[src/rtl/if_fetch_unit_pkg.sv]
// Shared definitions for the instruction-fetch unit: FSM encoding and PC constants.
package if_fetch_unit_pkg;

   typedef enum logic [1:0] {
      ST_REQ  = 2'd0,
      ST_WAIT = 2'd1,
      ST_HOLD = 2'd2,
      ST_DROP = 2'd3
   } fetch_state_e;

   localparam logic [31:0] DEF_RESET_PC  = 32'h0000_0000;
   localparam logic [31:0] DEF_NOP_INSTR = 32'h0000_0000;
   localparam logic [31:0] PC_STEP       = 32'd4;

endpackage

[src/rtl/if_fetch_unit.sv]
// Instruction-fetch producer feeding the IF/ID register. Keeps one request
// outstanding to a variable-latency instruction memory, holds a fetched word
// while the pipeline stalls, and follows redirects at any point of a fetch.
//
//  state | meaning
//  ------+-----------------------------------------------------------------
//  REQ   | issue a request for pc this cycle (suppressed by redirect)
//  WAIT  | request outstanding, response will be kept
//  HOLD  | fetched word in ibuf, presented on IF_Instruction until consumed
//  DROP  | request outstanding, response will be thrown away (redirected)
module if_fetch_unit
   import if_fetch_unit_pkg::*;
#(
   parameter logic [31:0] RESET_PC  = DEF_RESET_PC,
   parameter logic [31:0] NOP_INSTR = DEF_NOP_INSTR
) (
   input  logic        clk,
   input  logic        reset,
   input  logic        stall,
   input  logic        redirect,
   input  logic [31:0] redirect_target,
   output logic        imem_req,
   output logic [31:0] imem_addr,
   input  logic        imem_ready,
   input  logic [31:0] imem_rdata,
   output logic [31:0] IF_Instruction,
   output logic [31:0] IF_PC,
   output logic        fetch_busy
);

   fetch_state_e state, state_nxt;
   logic [31:0]  pc, pc_nxt;
   logic [31:0]  ibuf, ibuf_nxt;

   // Next-state, next-pc and instruction-buffer capture.
   always_comb begin
      state_nxt = state;
      pc_nxt    = pc;
      ibuf_nxt  = ibuf;
      case (state)
         ST_REQ: begin
            if (redirect) pc_nxt    = redirect_target;
            else          state_nxt = ST_WAIT;
         end
         ST_WAIT: begin
            if (imem_ready) begin
               if (redirect) begin
                  pc_nxt    = redirect_target;
                  state_nxt = ST_REQ;
               end else begin
                  ibuf_nxt  = imem_rdata;
                  state_nxt = ST_HOLD;
               end
            end else if (redirect) begin
               pc_nxt    = redirect_target;
               state_nxt = ST_DROP;
            end
         end
         ST_HOLD: begin
            // Redirect outranks stall: the held instruction is on a dead path.
            if (redirect) begin
               pc_nxt    = redirect_target;
               state_nxt = ST_REQ;
            end else if (!stall) begin
               pc_nxt    = pc + PC_STEP;
               state_nxt = ST_REQ;
            end
         end
         ST_DROP: begin
            if (redirect)   pc_nxt    = redirect_target;
            if (imem_ready) state_nxt = ST_REQ;
         end
         default: state_nxt = ST_REQ;
      endcase
   end

   // State, PC and buffer registers.
   always_ff @(posedge clk or negedge reset) begin
      if (!reset) begin
         state <= ST_REQ;
         pc    <= RESET_PC;
         ibuf  <= 32'h0000_0000;
      end else begin
         state <= state_nxt;
         pc    <= pc_nxt;
         ibuf  <= ibuf_nxt;
      end
   end

   // Request strobe is masked during reset since state already reads REQ.
   assign imem_req       = reset && (state == ST_REQ) && !redirect;
   assign imem_addr      = pc;
   assign IF_Instruction = (state == ST_HOLD) ? ibuf : NOP_INSTR;
   assign IF_PC          = pc;
   assign fetch_busy     = (state != ST_HOLD);

endmodule

[config.mk]
export PLATFORM = sky130hd
export DESIGN_NAME = if_fetch_unit
export DESIGN_NICKNAME = d
export VERILOG_FILES = /design/src/rtl/if_fetch_unit_pkg.sv /design/src/rtl/if_fetch_unit.sv
export SDC_FILE = /design/constraint.sdc
export NUM_CORES = 1
export LEC_CHECK = 0
export CAP_MARGIN = 30
export CELL_PAD_IN_SITES_DETAIL_PLACEMENT = 1
export CELL_PAD_IN_SITES_GLOBAL_PLACEMENT = 2
export CORE_MARGIN = 2
export CORE_UTILIZATION = 25
export CTS_BUF_LIST = sky130_fd_sc_hd__clkbuf_4 sky130_fd_sc_hd__clkbuf_8
export DETAILED_ROUTE_END_ITERATION = 8
export GPL_TIMING_DRIVEN = 0
export PLACE_DENSITY = 0.81
export SLEW_MARGIN = 20
export SYNTH_ARGS = -nofsm -noshare
export SYNTH_HDL_FRONTEND = slang
export SYNTH_SLANG_ARGS = --single-unit
[constraint.sdc]
create_clock -name clk -period 2.52 [get_ports clk]
set_input_delay 0.756 -clock clk [delete_from_list [all_inputs] [get_ports clk]]
set_output_delay 0.756 -clock clk [all_outputs]
set_load 0.05 [all_outputs]
-- After elaboration in Yosys (flattened, before gate mapping)
Index checks and enable logic that the tools add are counted.
- $add $sub $neg: 1
- equality and inequality tests: 9
- multiplexer cells: 13
- bitwise logic cells: 1
- reductions and logical operators: 8
- operators with widths (kind ; count):
    two-way mux 32 bit ; 4
    one-hot mux 32 bit (2 select lines) ; 1
    adder 32 x 3 -> 32 bit, second input constant ; 1
    two-way mux 2 bit ; 7
    one-hot mux 2 bit (4 select lines) ; 1
    != test 2 bit, second input constant ; 3
    != test 3 bit, second input constant ; 2
    == test 2 bit, second input constant ; 2
    AND reduction 4 bit ; 1
    AND reduction 3 bit ; 1
    OR reduction 3 bit ; 1
    == test 2 x 1 -> 1 bit, second input constant ; 1
    logical AND 1 bit ; 2
    logical NOT 2 bit ; 1
    != test 2 x 1 -> 1 bit, second input constant ; 1
    AND reduction 2 bit ; 1
    logical NOT 1 bit ; 1
    inverter 1 bit ; 1
- register bits: 66
- bits of input ports: 69
- output and inout bits: 98
- logic and storage cells: 35

-- Longest topological paths before layout
Gate-level depths: netlist of run 1.
- word-level depth: 4
- gate-level depth with buffers: 6
- depth with buffers taken out: 5

-- Worst setup path before layout of run 1
Ideal clock, no wire load.
- path type: register -> register
- start point: reg pc[2], in the netlist IF_PC[2]
- end point: reg pc[26], in the netlist IF_PC[26]
- data arrival time: 2.340 ns
- setup slack: 0.098 ns
- stages on the path, launching flop included: 6
- buffers on the path: 0
- path through: dfrtp_1 ha_1 nor4bb_1 nand4_1 or4_1 a31oi_1
- word-level cells in the longest chain between the ends: 4
- ends and longest elaborated chain (element ; RTL line ; source):
    start: declaration ; if_fetch_unit.sv:32 ; logic [31:0] pc, pc_nxt;
    start signal: assignment ; if_fetch_unit.sv:85 ; pc <= pc_nxt;
    adder 32 x 3 -> 32 bit ; if_fetch_unit.sv:65 ; pc_nxt = pc + PC_STEP;
    two-way mux 32 bit ; if_fetch_unit.sv:64 ; end else if (!stall) begin
    two-way mux 32 bit ; if_fetch_unit.sv:61 ; if (redirect) begin
    one-hot mux 32 bit (2 select lines) ; if_fetch_unit.sv:40 ; case (state)
Every way passes these cells. The select of a mux whose other input is x is not followed.
A chain may end at the register's enable or synchronous reset.

-- Worst setup path after layout of run 1
- start point: reg pc[13], in the netlist IF_PC[13]
- end point: out IF_PC[13]
- RTL lines (element ; RTL line ; source):
    end: declaration ; if_fetch_unit.sv:27 ; output logic [31:0] IF_PC,
No word-level cell between the ends.

==> results of run 1 <==
metrics by stage:
| stage | area (um^2) | total power [W] |
|---|---|---|
| 6_report | 5740 | 0.00445 |
| 5_1_grt | 5740 | 0.00472 |
| 4_1_cts | 5670 | 0.00451 |
| 3_5_place_dp | 5540 | 0.00370 |
| 3_3_place_gp | 5510 | 0.00362 |
| 2_1_floorplan | 3630 | 0.00294 |
final timing paths:
kind | end | slack, ns
setup / recovery | IF_PC[13] | 0.06
hold / removal | ibuf[14] | 0.26
setup reg to reg | IF_PC[24] | 0.19
hold reg to reg | ibuf[22] | 0.50
max in group asynchronous | state[1] | 1.67
min in group clk | ibuf[22] | 0.50
layout make-up:
type / instances / area [um^2]
timing repair buffer: 167 / 1650
sequential: 66 / 1650
multi-input combinational: 234 / 1640
tap: 184 / 230
clock inverter: 6 / 42.5
buffer: 52 / 347
fill: 1649 / 8630
inverter: 9 / 33.8
clock buffer: 10 / 138
power by group through the flow:
stage | Sequential [W] | Clock, W | Combinational [W]
floorplan | 0.00172 | 0 | 0.00122
global placement | 0.00159 | 0 | 0.00203
detailed placement | 0.00162 | 0 | 0.00208
CTS | 0.00161 | 0.000858 | 0.00204
global route | 0.00166 | 0.000911 | 0.00215
finish | 0.00161 | 0.000821 | 0.00202
cells in the mapped netlist (9+ instances only):
library cell and n:
a31oi_1 20, and2_1 33, buf_4 32, clkbuf_1 15, dfrtp_1 66, inv_1 9
mux2_2 34, nand2_1 20, nand3_1 12, nor2_1 25, o21ai_0 14, o31ai_1 15
or4_1 16
routing by layer:
metal / vias to the layer above / GRT usage, % / wire length (um)
met5: - / 0 / 0
met4: 0 / 5.02 / 157
met3: 12 / 3.57 / 565
met2: 106 / 26.3 / 5920
met1: 1679 / 19.8 / 5240
li1: 1622 / - / -
sequential cells by signal (all words and copies together), names as in the netlist:
signal	flops
ibuf	32
state	2
IF_PC	32
kinds of logic (layout without fill, tap and decap cells):
family	Yosys count	count (layout)	share of synthesized area [%]
simple gates	136	136	21.7
flops	66	66	45.5
buf+inv	62	244	10.0
compound gates	52	52	9.21
mux	36	36	11.1
xor+xnor	9	9	2.17
fa+ha+maj	1	1	0.345
what timing repair did:
item	4_1_cts	5_1_grt
gates cloned	1	0
gates resized for setup	210	37
pin swaps	0	2
setup endpoints to repair	63	51
==> impl_metrics.toml, run 1 <==
[sta]
period_share_pct = 97.5
slew_violations = 0
rsz0062_at_grt = "false"
holdWs_ns = 0.261
final_hold_viol_count = 0
fin_setup_tns_ns = 0
max_clock_freq_mhz = 407
fin_ws_ns = 0.0627
relSlewSlack_pct = 54.3
setup_viol = 0
clock_skew_ns = 0.0105
min_period_ns = 2.46
worst_pin_slew_ns = 0.680

[clocking]
clk-insertion-delay-late_ns = 0.35
postCtsSetupBuffers = 0
clock_tree.buffer_depth = 2
clk_pin_slew_worst_paths_ns = 0.08
numCtsBuffers = 9
holdBufCountCts = 0
clkSinkCount = 66
htree_levels = 3
cts_tree = "done"
cts_root_buf = "clkbuf_8"

[power_and_ir_drop]
pwr-share-comb_pct = 45.5
total_leakage_power_nw = 2.47
seqPwrFrac_pct = 36.1
p_switching_w = 0.00186
irDropWorstVdd_mv = 0.208
p_clk_share_pct = 18.4
swShare_pct = 41.9
p_int_w = 0.00259
powerDensity_nw_per_um2 = 775

[critical_path]
cp-end-kind = "output port"
cp_cell_sequence = "clkdlybuf4s50_1"
critPathBufInv = 1
critical_path_class = "reg2out"
timing.rr.start = "IF_PC[2]"
critPathRequiredTime_ns = 1.76
cpMaxStageDelayCell = "clkdlybuf4s50_1"
slowest_delay_ns = 0.86
cp.arrival_ns = 1.70
critPathLaunch = "IF_PC[13]"
worst_r2r_path_depth = 5
cp_num_cells = 1
critPathTopFamily = "buffers and inverters"
critPathLaunchType = "flip-flop"
cp_max_fo = 7

[layout]
final_cell_mix = "clkdlybuf4s50_1 (98), dfrtp_1 (64), buf_4 (58)"
final_nets = 609
syn_to_final_growth_pct = 58.3
final_common_cell = "clkdlybuf4s50_1"
fin_cells = 728
n_antenna_cell = 0
final_util_pct = 40.0
final_layout_size_suffix_gt1_share_pct = 24.4

[synthesis]
syn-num-nets = 432
syn_avg_cell_area_um2 = 10.0
synth_flop_cell = "dfrtp_1"
synth_area_um2 = 3630
synth-edff-count = 0
yosys_warnings = 0
synth_async_sr_flop_share_pct = 100
seq_area_frac_synth_pct = 45.5
ys_ff_latch = 66
yosys.cell_types.count = 35
synth_cells = 362
yosys.area.top_type = "dfrtp_1"
synth_top_area_share_pct = 45.5
synthTopCellsByArea = "dfrtp_1 (46%), mux2_2 (11%), buf_4 (6.6%)"

[min_path]
hp-class = "in2async"

[route]
drc = 0
avgRoutedWirePerCell_um = 16.3
routed_wl_um = 11900
drt_iter0_drc = 99
ant_nets = 0
dr.pass1.iters = 4
vias = 3419
vias_per_cell = 4.70

[floorplanning]
io_pins = 167
fp-row-count = 44
dieArea_um2 = 15500
fp.dieW_um = 124
die_h_um = 124
placeableCoreArea_um2 = 14400
start_util_pct = 25.3

[place]
place_congestion = 0.734
dp_cells = 712
io_buffers = 165
dp_hpwl_um = 8930
place_ws_ns = -0.892

[global_routing]
grt_overflow_total = 0
grt_pass1_vias = 3695
grt_pass1_wl_um = 19400
grt_max_degree = 28
grt_usage_pct = 15.6
antenna_found_initial = 0

[status]
status = "finished clean"

[job]
drv_cap = 0
(Power assumes the default switching activity.)
==> run 2: changes to the inputs <==
--- a/config.mk
+++ b/config.mk
@@ -14,6 +14,7 @@
 export DETAILED_ROUTE_END_ITERATION = 8
 export GPL_TIMING_DRIVEN = 0
 export PLACE_DENSITY = 0.81
+export SKIP_CTS_REPAIR_TIMING = 1
 export SLEW_MARGIN = 20
 export SYNTH_ARGS = -nofsm -noshare
 export SYNTH_HDL_FRONTEND = slang
==> impl_metrics.toml, run 2 (synthesis gave the netlist of run 1 again) <==
[layout]
fin_area_um2 = 5770
syn_to_final_growth_pct = 59.0
final_cell_mix = "clkdlybuf4s50_1 (98), dfrtp_1 (64), dlymetal6s2s_1 (36)"
final_util_pct = 40.2
final_layout_size_suffix_gt1_share_pct = 23.3
n_antenna_cell = 0
final_common_cell = "clkdlybuf4s50_1"
final_nets = 610

[clocking]
htree_levels = 3
cts_tree = "done"
clk-insertion-delay-late_ns = 0.35
clk_pin_slew_worst_paths_ns = 0.08
numCtsBuffers = 9
cts_root_buf = "clkbuf_8"
clkSinkCount = 66
clock_tree.buffer_depth = 2

[place]
place_congestion = 0.734
io_buffers = 165
place_area_um2 = 5540
dp_hpwl_um = 8930

[critical_path]
slowest_delay_ns = 0.86
cpMaxStageDelayCell = "clkdlybuf4s50_1"
cp.arrival_ns = 1.71
worst_r2r_path_depth = 5
critical_path_class = "reg2out"
cp_cell_sequence = "clkdlybuf4s50_1"
timing.rr.start = "IF_PC[2]"
critPathRequiredTime_ns = 1.76
cp-end-kind = "output port"
cp_max_fo = 7
critPathLaunchType = "flip-flop"
critPathBufInv = 1
critPathTopFamily = "buffers and inverters"
r2r_slack_ns = 0.18
r2r_end = "IF_PC[24]"

[status]
status = "finished clean"

[power_and_ir_drop]
powerDensity_nw_per_um2 = 770
irDropWorstVdd_mv = 0.217
total_leakage_power_nw = 2.63
finalPower_w = 0.00444

[global_routing]
antenna_found_initial = 0
grt_pass1_wl_um = 18900
grt_pass1_vias = 3676
grt_max_degree = 55
grt_usage_pct = 15.2
grt_overflow_total = 0

[route]
vias = 3413
dr.pass1.iters = 4
avgRoutedWirePerCell_um = 16.4
vias_per_cell = 4.68
drt_iter0_drc = 102
routed_wl_um = 12000
ant_nets = 0
drc = 0

[sta]
period_share_pct = 97.8
clock_skew_ns = 0.0102
min_period_ns = 2.47
relSlewSlack_pct = 53.5
slew_violations = 0
max_clock_freq_mhz = 406
worst_pin_slew_ns = 0.692
setup_viol = 0
final_hold_viol_count = 0

[floorplanning]
fp-row-count = 44
start_util_pct = 25.3
placeableCoreArea_um2 = 14400
fp.dieW_um = 124
io_pins = 167
dieArea_um2 = 15500
die_h_um = 124

[job]
drv_cap = 0

[min_path]
hp-class = "in2async"
[run 2: worst max path at each step]
| stage | startpoint | endpoint | slack (ns) | cells after the start |
|---|---|---|---|---|
| after floorplan | IF_PC[2] | IF_PC[26] | 0.1 | 5 |
| after global placement | reset | imem_req | -3.02 | 3 |
| after detailed placement | stall | IF_PC[24] | -0.89 | 5 |
| after CTS | state[1] | IF_Instruction[18] | -0.95 | 4 |
| after global routing | state[0] | IF_Instruction[5] | -0.009 | 4 |
| final | IF_PC[13] | IF_PC[13] | 0.05 | 1 |
[run 2: area by class of cell]
class / count / area, um^2
fillers: 1635 / 8600
repair buffers: 167 / 1690
flip-flops and latches: 66 / 1650
multi-input cells: 234 / 1640
plain buffers: 53 / 343
well taps: 184 / 230
clock buffers: 10 / 138
clock inverters: 6 / 42.5
inverters: 9 / 33.8
[run 2: stage by stage]
| stage | setup TNS (ns) | hold slack, ns | setup slack (ns) | cells |
|---|---|---|---|---|
| after floorplan | 0 | 0.460 | 0.0977 | 362 |
| after global placement | -139.07 | 0.480 | -3.02 | 711 |
| after detailed placement | -29.38 | 0.488 | -0.892 | 712 |
| after CTS | -33.26 | 0.237 | -0.952 | 728 |
| after global routing | -0.0296 | 0.206 | -0.00902 | 729 |
| final | 0 | 0.220 | 0.0543 | 729 |
[run 2: layer usage]
layer,vias to the layer above,global-route usage [%],wire [um]
met5,-,0,0
li1,1625,-,-
met1,1677,19.3,5400
met3,13,3.26,498
met2,98,25.5,5890
met4,0,5.02,174
[run 2: power breakdown]
part	leakage, nW	total, W	switching (W)	internal [W]
clock	0.0882	0.000822	0.000439	0.000383
combinational	1.77	0.00201	0.00120	0.000816
sequential	0.773	0.00161	0.000227	0.00138
total	2.63	0.00444	0.00186	0.00258
